[config.mk]
export PLATFORM = sky130hd
export DESIGN_NAME = alu_seq
export DESIGN_NICKNAME = d
export VERILOG_FILES = /design/src/rtl/alu_seq.sv
export SDC_FILE = /design/constraint.sdc
export NUM_CORES = 2
export LEC_CHECK = 0
export ABC_AREA = 0
export CAP_MARGIN = 10
export CELL_PAD_IN_SITES_DETAIL_PLACEMENT = 0
export CELL_PAD_IN_SITES_GLOBAL_PLACEMENT = 1
export CORE_ASPECT_RATIO = 2
export CORE_MARGIN = 2
export CORE_UTILIZATION = 51
export CTS_BUF_LIST = sky130_fd_sc_hd__clkbuf_8
export DETAILED_ROUTE_END_ITERATION = 10
export PLACE_DENSITY_LB_ADDON = 0.1
export REMOVE_ABC_BUFFERS = 1
export SETUP_SLACK_MARGIN = 0.05
export SYNTH_ARGS = -nofsm -noshare
export SYNTH_HDL_FRONTEND = slang
export SYNTH_SLANG_ARGS = --single-unit
[constraint.sdc]
create_clock -name clk -period 2.9 [get_ports clk]
set_input_delay 0.435 -clock clk [delete_from_list [all_inputs] [get_ports clk]]
set_output_delay 0.435 -clock clk [all_outputs]
set_load 0.02 [all_outputs]
[src/rtl/alu_seq.sv]
// alu_seq: sequential ALU with registered results and flags.
// Optional macro ALU_SEQ_DIV_EN builds the restoring divider (opcodes 11 DIV, 12 MOD) and the CALC state.
module alu_seq #(
    parameter int WIDTH = 32
) (
    input  logic             clk,
    input  logic             reset_n,
    input  logic             start,
    input  logic [3:0]       opcode,
    input  logic             skip,
    input  logic [WIDTH-1:0] a,
    input  logic [WIDTH-1:0] b,
    output logic [WIDTH-1:0] y,
    output logic             bga,
    output logic             bea,
    output logic             busy,
    output logic             done,
    output logic             div_by_zero
);

    localparam int SW = $clog2(WIDTH);
    localparam logic [WIDTH-1:0] WIDTH_V = WIDTH'(WIDTH);

`ifdef ALU_SEQ_DIV_EN
    localparam int CW = $clog2(WIDTH);
    localparam logic [CW-1:0] CNT_LAST = CW'(WIDTH - 1);
    localparam logic [CW-1:0] CNT_ONE  = CW'(1);
    typedef enum logic [1:0] {IDLE = 2'd0, CALC = 2'd1, DONE = 2'd2} state_t;
`else
    typedef enum logic [1:0] {IDLE = 2'd0, DONE = 2'd2} state_t;
`endif

    state_t           state_r, state_next_s;
    logic [WIDTH-1:0] y_r;
    logic             bga_r, bea_r, busy_r, done_r, dz_r;
    logic             accept_s;

    // Single-cycle result; DIV/MOD entries only apply to the divide-by-zero case.
    function automatic logic [WIDTH-1:0] alu_f(input logic [3:0] op,
                                               input logic [WIDTH-1:0] x,
                                               input logic [WIDTH-1:0] z);
        logic [2*WIDTH-1:0] prod;
        logic               big;
        logic [SW-1:0]      sh;
        logic [WIDTH-1:0]   res;
        prod = {{WIDTH{1'b0}}, x} * {{WIDTH{1'b0}}, z};
        big  = (z >= WIDTH_V);
        sh   = z[SW-1:0];
        case (op)
            4'd0:    res = x | z;
            4'd1:    res = x & z;
            4'd2:    res = x ^ z;
            4'd3:    res = x + z;
            4'd4:    res = x - z;
            4'd5:    res = big ? {WIDTH{1'b0}} : (x << sh);
            4'd6:    res = big ? {WIDTH{1'b0}} : (x >> sh);
            4'd7:    res = prod[WIDTH-1:0];
            4'd8:    res = ~x;
            4'd9:    res = big ? {WIDTH{x[WIDTH-1]}} : $unsigned($signed(x) >>> sh);
            4'd10:   res = prod[2*WIDTH-1:WIDTH];
`ifdef ALU_SEQ_DIV_EN
            4'd11:   res = {WIDTH{1'b1}};
            4'd12:   res = x;
`endif
            default: res = {WIDTH{1'b0}};
        endcase
        return res;
    endfunction

    assign accept_s = (state_r == IDLE) && start;

`ifdef ALU_SEQ_DIV_EN
    logic [WIDTH-1:0] quot_r, rem_r, dvs_r;
    logic [CW-1:0]    cnt_r;
    logic             mod_r, pend_bga_r, pend_bea_r;
    logic             is_div_s, go_calc_s, last_s, ge_s;
    logic [WIDTH:0]   rem_sh_s, diff_s;
    logic [WIDTH-1:0] rem_step_s, quot_step_s;

    assign is_div_s  = !skip && ((opcode == 4'd11) || (opcode == 4'd12));
    assign go_calc_s = is_div_s && (b != {WIDTH{1'b0}});
    assign last_s    = (cnt_r == CNT_LAST);

    // One restoring step: shift next dividend bit into the partial remainder, subtract if it fits.
    always_comb begin
        rem_sh_s    = {rem_r, quot_r[WIDTH-1]};
        diff_s      = rem_sh_s - {1'b0, dvs_r};
        ge_s        = (rem_sh_s >= {1'b0, dvs_r});
        rem_step_s  = ge_s ? diff_s[WIDTH-1:0] : rem_sh_s[WIDTH-1:0];
        quot_step_s = {quot_r[WIDTH-2:0], ge_s};
    end
`endif

    // State register.
    always_ff @(posedge clk or negedge reset_n) begin
        if (!reset_n) begin
            state_r <= IDLE;
        end else begin
            state_r <= state_next_s;
        end
    end

    // Next-state decode.
    always_comb begin
        state_next_s = state_r;
        case (state_r)
            IDLE: begin
`ifdef ALU_SEQ_DIV_EN
                if (start) begin
                    state_next_s = go_calc_s ? CALC : DONE;
                end else begin
                    state_next_s = IDLE;
                end
`else
                if (start) begin
                    state_next_s = DONE;
                end else begin
                    state_next_s = IDLE;
                end
`endif
            end
`ifdef ALU_SEQ_DIV_EN
            CALC: begin
                if (last_s) begin
                    state_next_s = DONE;
                end else begin
                    state_next_s = CALC;
                end
            end
`endif
            DONE:    state_next_s = IDLE;
            default: state_next_s = IDLE;
        endcase
    end

    // Result, flag and handshake registers.
    always_ff @(posedge clk or negedge reset_n) begin
        if (!reset_n) begin
            y_r    <= {WIDTH{1'b0}};
            bga_r  <= 1'b0;
            bea_r  <= 1'b0;
            dz_r   <= 1'b0;
            busy_r <= 1'b0;
            done_r <= 1'b0;
`ifdef ALU_SEQ_DIV_EN
            quot_r     <= {WIDTH{1'b0}};
            rem_r      <= {WIDTH{1'b0}};
            dvs_r      <= {WIDTH{1'b0}};
            cnt_r      <= {CW{1'b0}};
            mod_r      <= 1'b0;
            pend_bga_r <= 1'b0;
            pend_bea_r <= 1'b0;
`endif
        end else begin
            busy_r <= (state_next_s != IDLE);
            done_r <= (state_next_s == DONE);
`ifdef ALU_SEQ_DIV_EN
            if (accept_s && go_calc_s) begin
                quot_r     <= a;
                rem_r      <= {WIDTH{1'b0}};
                dvs_r      <= b;
                cnt_r      <= {CW{1'b0}};
                mod_r      <= (opcode == 4'd12);
                pend_bga_r <= (b > a);
                pend_bea_r <= (b == a);
            end else if (accept_s) begin
                y_r   <= skip ? b : alu_f(opcode, a, b);
                bga_r <= (b > a);
                bea_r <= (b == a);
                dz_r  <= is_div_s;
            end else if (state_r == CALC) begin
                quot_r <= quot_step_s;
                rem_r  <= rem_step_s;
                cnt_r  <= cnt_r + CNT_ONE;
                if (last_s) begin
                    y_r   <= mod_r ? rem_step_s : quot_step_s;
                    bga_r <= pend_bga_r;
                    bea_r <= pend_bea_r;
                    dz_r  <= 1'b0;
                end
            end
`else
            if (accept_s) begin
                y_r   <= skip ? b : alu_f(opcode, a, b);
                bga_r <= (b > a);
                bea_r <= (b == a);
                dz_r  <= 1'b0;
            end
`endif
        end
    end

    assign y           = y_r;
    assign bga         = bga_r;
    assign bea         = bea_r;
    assign busy        = busy_r;
    assign done        = done_r;
    assign div_by_zero = dz_r;

endmodule

==> results of run 1 <==
[repair_timing]
action / CTS
buffers inserted: 191
pin swaps: 335
setup endpoints to repair: 34
gates cloned: 13
hold buffers: 0
hold endpoints to repair: 0
gates resized for setup: 1079
[kinds of logic after synthesis]
| logic type | Yosys count | synth area share, % |
|---|---|---|
| xor+xnor | 60 | 1.21 |
| fa+ha+maj | 1259 | 51.9 |
| mux | 112 | 3.39 |
| simple gates | 1736 | 16.5 |
| compound gates | 862 | 13.2 |
| buf+inv | 1349 | 11.8 |
| flops | 35 | 2.02 |
| other cells | 1 | 0.00865 |
[metal layers]
metal / track usage (%) / overflow
met5: 7.46 / 0
met4: 75.4 / 18
met3: 42.6 / 0
met2: 91.2 / 27
met1: 65.2 / 0
[synthesized netlist by cell type (16+ instances only)]
cell type  count  area, um^2
clkbuf_1     264         991
nor2_1       789        2960
a21o_1        38         285
o21a_1        16         120
a2111oi_0     16         140
xnor2_1       35         307
o221ai_1      25         219
dfrtp_1       35         876
o211ai_1      33         248
a211oi_1      43         323
o21bai_1      25         188
nand2b_1      30         188
a221oi_1      39         342
nor3_1        50         250
nor4_1        26         163
xor2_1        25         219
nand2_1      671        2520
fa_1         897       18000
inv_1        956        3590
buf_1         76         285
a21oi_1      242        1210
nand4_1       41         257
a31oi_1       27         169
and3_1        19         119
o21ai_0      161         806
nand3_1       38         190
ha_1         362        4530
o22ai_1       45         282
buf_2         31         155
mux4_2        26         586
mux2_2        18         203
mux2i_1       68         681
a221o_1       16         160
[per-stage QoR]
stage | worst slack, ps | hold WS, ps | setup TNS (ps) | util [%] | instance area, um^2
after detailed placement | -5940 | 444 | -181630 | 65.0 | 54900
after floorplan | -5640 | 139 | -172500 | - | 41900
after global placement | -5900 | 434 | -179650 | 65.0 | 54900
after CTS | -4570 | 31.2 | -141370 | 71.1 | 60000
==> metrics, run 1 <==
H-tree Lvls=2; maximum number of pins on one net before global-route repair=70; RD Place Congestion=around 1.2; starting density of the core=51.3%; number of flip-flops and latches in the synthesized netlist=35; buffer depth of the longest clock path=2; count of boundary I/O pins=109; wire length of the first global-routing pass=between 400,000 and 500,000 um; placed wire-length estimate after detailed placement=between 200,000 and 250,000 um; Synth async-reset ratio=100%; first error in the log=[ERROR GRT-0116] Global routing finished with congestion. Check the congestion regions in the DRC Viewer.; global route overflow=45; Core Rows=151; number of enable flip-flop cells after synthesis=0; cts bufs inserted=5; buffers added on ports=approximately 110; horizontal extent of the die=210 um; # placed instances=about 7,500; via count of the first global-routing pass=57,058; stage where the flow stopped=global routing; average size of a mapped cell=8.01 um^2; count of synthesis-stage warnings from yosys=0; GRT Total Usage=67.6%; Post-Syn Area=43,400 um^2; run status=aborted with a tool error; total number of clock tree sinks=35; floorplan die height=416 um; ys flop type=dfrtp_1; number of instances in the synthesized netlist=5,414; Seq/Total Area, Yosys=2.02%; Root Driver=clkbuf_8; synth unique cells=90
==> run 2: changes to the inputs <==
- CELL_PAD_IN_SITES_DETAIL_PLACEMENT: 0 -> default
- CELL_PAD_IN_SITES_GLOBAL_PLACEMENT: 1 -> default
- CORE_ASPECT_RATIO: 2 -> default
- CORE_UTILIZATION: 51 -> 40
- CTS_BUF_LIST: sky130_fd_sc_hd__clkbuf_8 -> default
- PLACE_DENSITY_LB_ADDON: 0.1 -> 0.15
- SETUP_SLACK_MARGIN: 0.05 -> default
==> run 2 against run 1 <==
Against the previous run:
- synthesized cell count stayed put
- the flow now finishes, with violations (negative setup slack)
- synthesized area unchanged
==> metrics, run 2 <==
number of flip-flops and latches in the synthesized netlist=35 (unchanged); multiplexer area fraction after synthesis=3.39% (unchanged); Worst Max-Slew Pin Slew=approximately 1000 ps; violations in the final reports=negative setup slack; Post-Syn Area=43,400 um^2 (unchanged); maximum number of pins on one net before global-route repair=54; placed wire-length estimate after detailed placement=197,000 um (was 201,000 um); smallest setup slack after layout=-4780 ps; count of nets after finishing=7,982; total length of routed wires=between 200,000 and 250,000 um; leading cell types in the layout, fill and taps excluded=1,241 x buf_4, 863 x inv_1, 809 x fa_1, 652 x nand2_1, 628 x nor2_1; kind of launch point of the worst setup path=input pin; accumulated negative setup slack=-146,190 ps; buffer depth of the longest clock path=2 (unchanged); vias per inst=between 5 and 6; floorplan die height=333 um (was 416 um); antenna viol nets, final=0; vias post-DR=46,377; drc violations=0; cell types occupying the most area after synthesis=fa_1 41%, ha_1 10%, inv_1 8.3%, nor2_1 6.8%, nand2_1 5.8% (unchanged); total length of routed met3 wires=23,800 um; Core Rows=120 (was 151); final count of negative-setup-slack endpoints=33; number of enable flip-flop cells after synthesis=0 (unchanged); post-synthesis simple-gate area fraction=16.5% (unchanged); maximum operating frequency=0.130 GHz; maximum fanout along the worst path=6; Max-Cap Viols=0; critical path start-end classification=in -> reg; Core Util, Final=a little under three fifths; via count of the first global-routing pass=47,492; Seq/Total Area, Yosys=2.02% (unchanged); metal2 WL=between 100,000 and 150,000 um; H-tree Lvls=2 (unchanged); count of synthesis-stage warnings from yosys=0 (unchanged); global route overflow=0; commonest non-fill, non-tap cell in the layout=buf_4; total of hold buffers inserted after clock tree synthesis=0 (unchanged); endpoint required time on the critical path=approximately 3100 ps; Arrival @ worst endpoint=7900 ps; total number of clock tree sinks=35 (unchanged); cts bufs inserted=5 (unchanged); Synth async-reset ratio=100% (unchanged); final worst clock skew=17.2 ps; area leader, netlist=fa_1 (unchanged); RD Place Congestion=1.07 (was 1.15); number of antenna violations at the first check in global routing=10; ys flop type=dfrtp_1 (unchanged); synth unique cells=90 (unchanged); area of the die=111,000 um^2; routed wire length per instance=29.1 um; unrepaired setup endpoints after global routing=true; R2R cell count=11; Clock Latency Late Sink=slightly above 300 ps; XOR/XNOR Fraction of Synth Area=1.21% (unchanged); clock-pin transition on the worst setup and hold timing paths=70 ps; Final Max Tran Viols=0; share of the synthesized area in compound gates (AO/OA/AOI/OAI)=13.2% (unchanged); share of post-route cells with drive strength above 1=approximately a third; # placed instances=7,891 (was 7,485); wire length of the first global-routing pass=334,000 um; drt pass-1 iters=7; layout overhead on the synthesized area=40.8%; M1 WL=between 80,000 and 90,000 um; element type at the critical path end=register; top-area cell type share of the netlist area=41.4% (unchanged); count of boundary I/O pins=109 (unchanged); max layer used=met5; CTS tree=done; Slew HR=32.3%; main combinational cell family by area after synthesis=adder cells (unchanged); max FFs per register=32; final instance count without filler cells=8,060; total count of hold-check failures in the final report=0; average size of a mapped cell=8.01 um^2 (unchanged); Placement Setup Slack=-6580 ps (was -5940 ps); horizontal extent of the die=333 um (was 210 um); class of the worst hold path=in -> async; starting density of the core=40.4% (was 51.3%); violation count after the first detailed-route iteration=between 4,000 and 5,000; buffers added on ports=107 (unchanged); run status=complete, but fails checks (was aborted with a tool error); GRT Total Usage=between 40% and 50%; Commonest cells post-synth=956 x inv_1, 897 x fa_1, 789 x nor2_1, 671 x nand2_1, 362 x ha_1 (unchanged); number of instances in the synthesized netlist=5,414 (unchanged); area inside the core boundary=107,000 um^2; Root Driver=clkbuf_16 (was clkbuf_8); leading cell type by number of instances after synthesis=inv_1 (unchanged); share of synthesized cell area in full adder, half adder and majority cells=51.9% (unchanged); final critical-path required period=about 7700 ps; crit share post-route=265%
## run 2: cell counts after synthesis
Identical to the previous run, type by type.
## run 2: worst max-delay path, stage by stage
cell,delay [ps]
buf_12,110
clkinvlp_4,90
buf_6,110
buf_12,140
buf_12,130
nor2_4,40
fa_1,560
inv_2,50
fa_1,560
fa_2,470
fa_1,500
inv_2,40
fa_2,580
fa_1,430
fa_2,600
fa_1,480
ha_4,270
buf_6,130
o21ai_2,120
a21oi_2,70
a221o_1,360
nand2_1,90
o21ai_2,70
nor3_4,430
o41ai_4,180
a211o_1,330
o311a_1,360
a31oi_1,160
## run 2: worst paths after layout
kind | startpoint | to | slack (ps)
hold / removal | reset_n | y[3]$_DFFE_PN0P_ | 290
max in group asynchronous | reset_n | y[21]$_DFFE_PN0P_ | 1950
min in group clk | y[3]$_DFFE_PN0P_ | y[3]$_DFFE_PN0P_ | 500
setup / recovery | b[11] | y[31]$_DFFE_PN0P_ | -4780
setup reg to reg | state_r[1]$_DFF_PN0_ | y[12]$_DFFE_PN0P_ | -30
hold reg to reg | y[3]$_DFFE_PN0P_ | y[3]$_DFFE_PN0P_ | 500
## run 2: layout make-up
| class | count | area [um^2] |
|---|---|---|
| antenna | 5 | 12.5 |
| clock buffer | 6 | 139 |
| clock inverter | 2 | 16.3 |
| fill | 9947 | 46300 |
| inverter | 972 | 3770 |
| multi-input combinational | 4030 | 40000 |
| sequential | 35 | 876 |
| tap | 1403 | 1760 |
| timing repair buffer | 1607 | 14400 |
## run 2: metal layers
layer  up-vias  global-route usage, %
met5         -                      0
met2      2579                   65.2
li1      19611                      -
met1     23541                   53.9
met3       638                   9.05
met4         8                   24.0
## run 2: repair_timing
action	4_1_cts	5_1_grt
setup endpoints to repair	34	34
endpoints found under the hold margin	0	0
cloned	5	3
pin swaps	304	283
resized for setup	829	400
buffers inserted	119	66
## run 2: through the flow
step	cell area, um^2	hold slack, ps
2_1_floorplan	41900	139
3_3_place_gp	55800	481
3_5_place_dp	55800	477
4_1_cts	59600	310
5_1_grt	61000	360
6_report	61000	295
## run 2: kinds of logic after synthesis
family	after synthesis
fa+ha+maj	1259
mux	112
flops	35
compound gates	862
other cells	1
simple gates	1736
xor+xnor	60
buf+inv	1349
Power of run 2 is not shown: default switching activity piles up to over one toggle a cycle in this logic, so the estimate is an artifact.
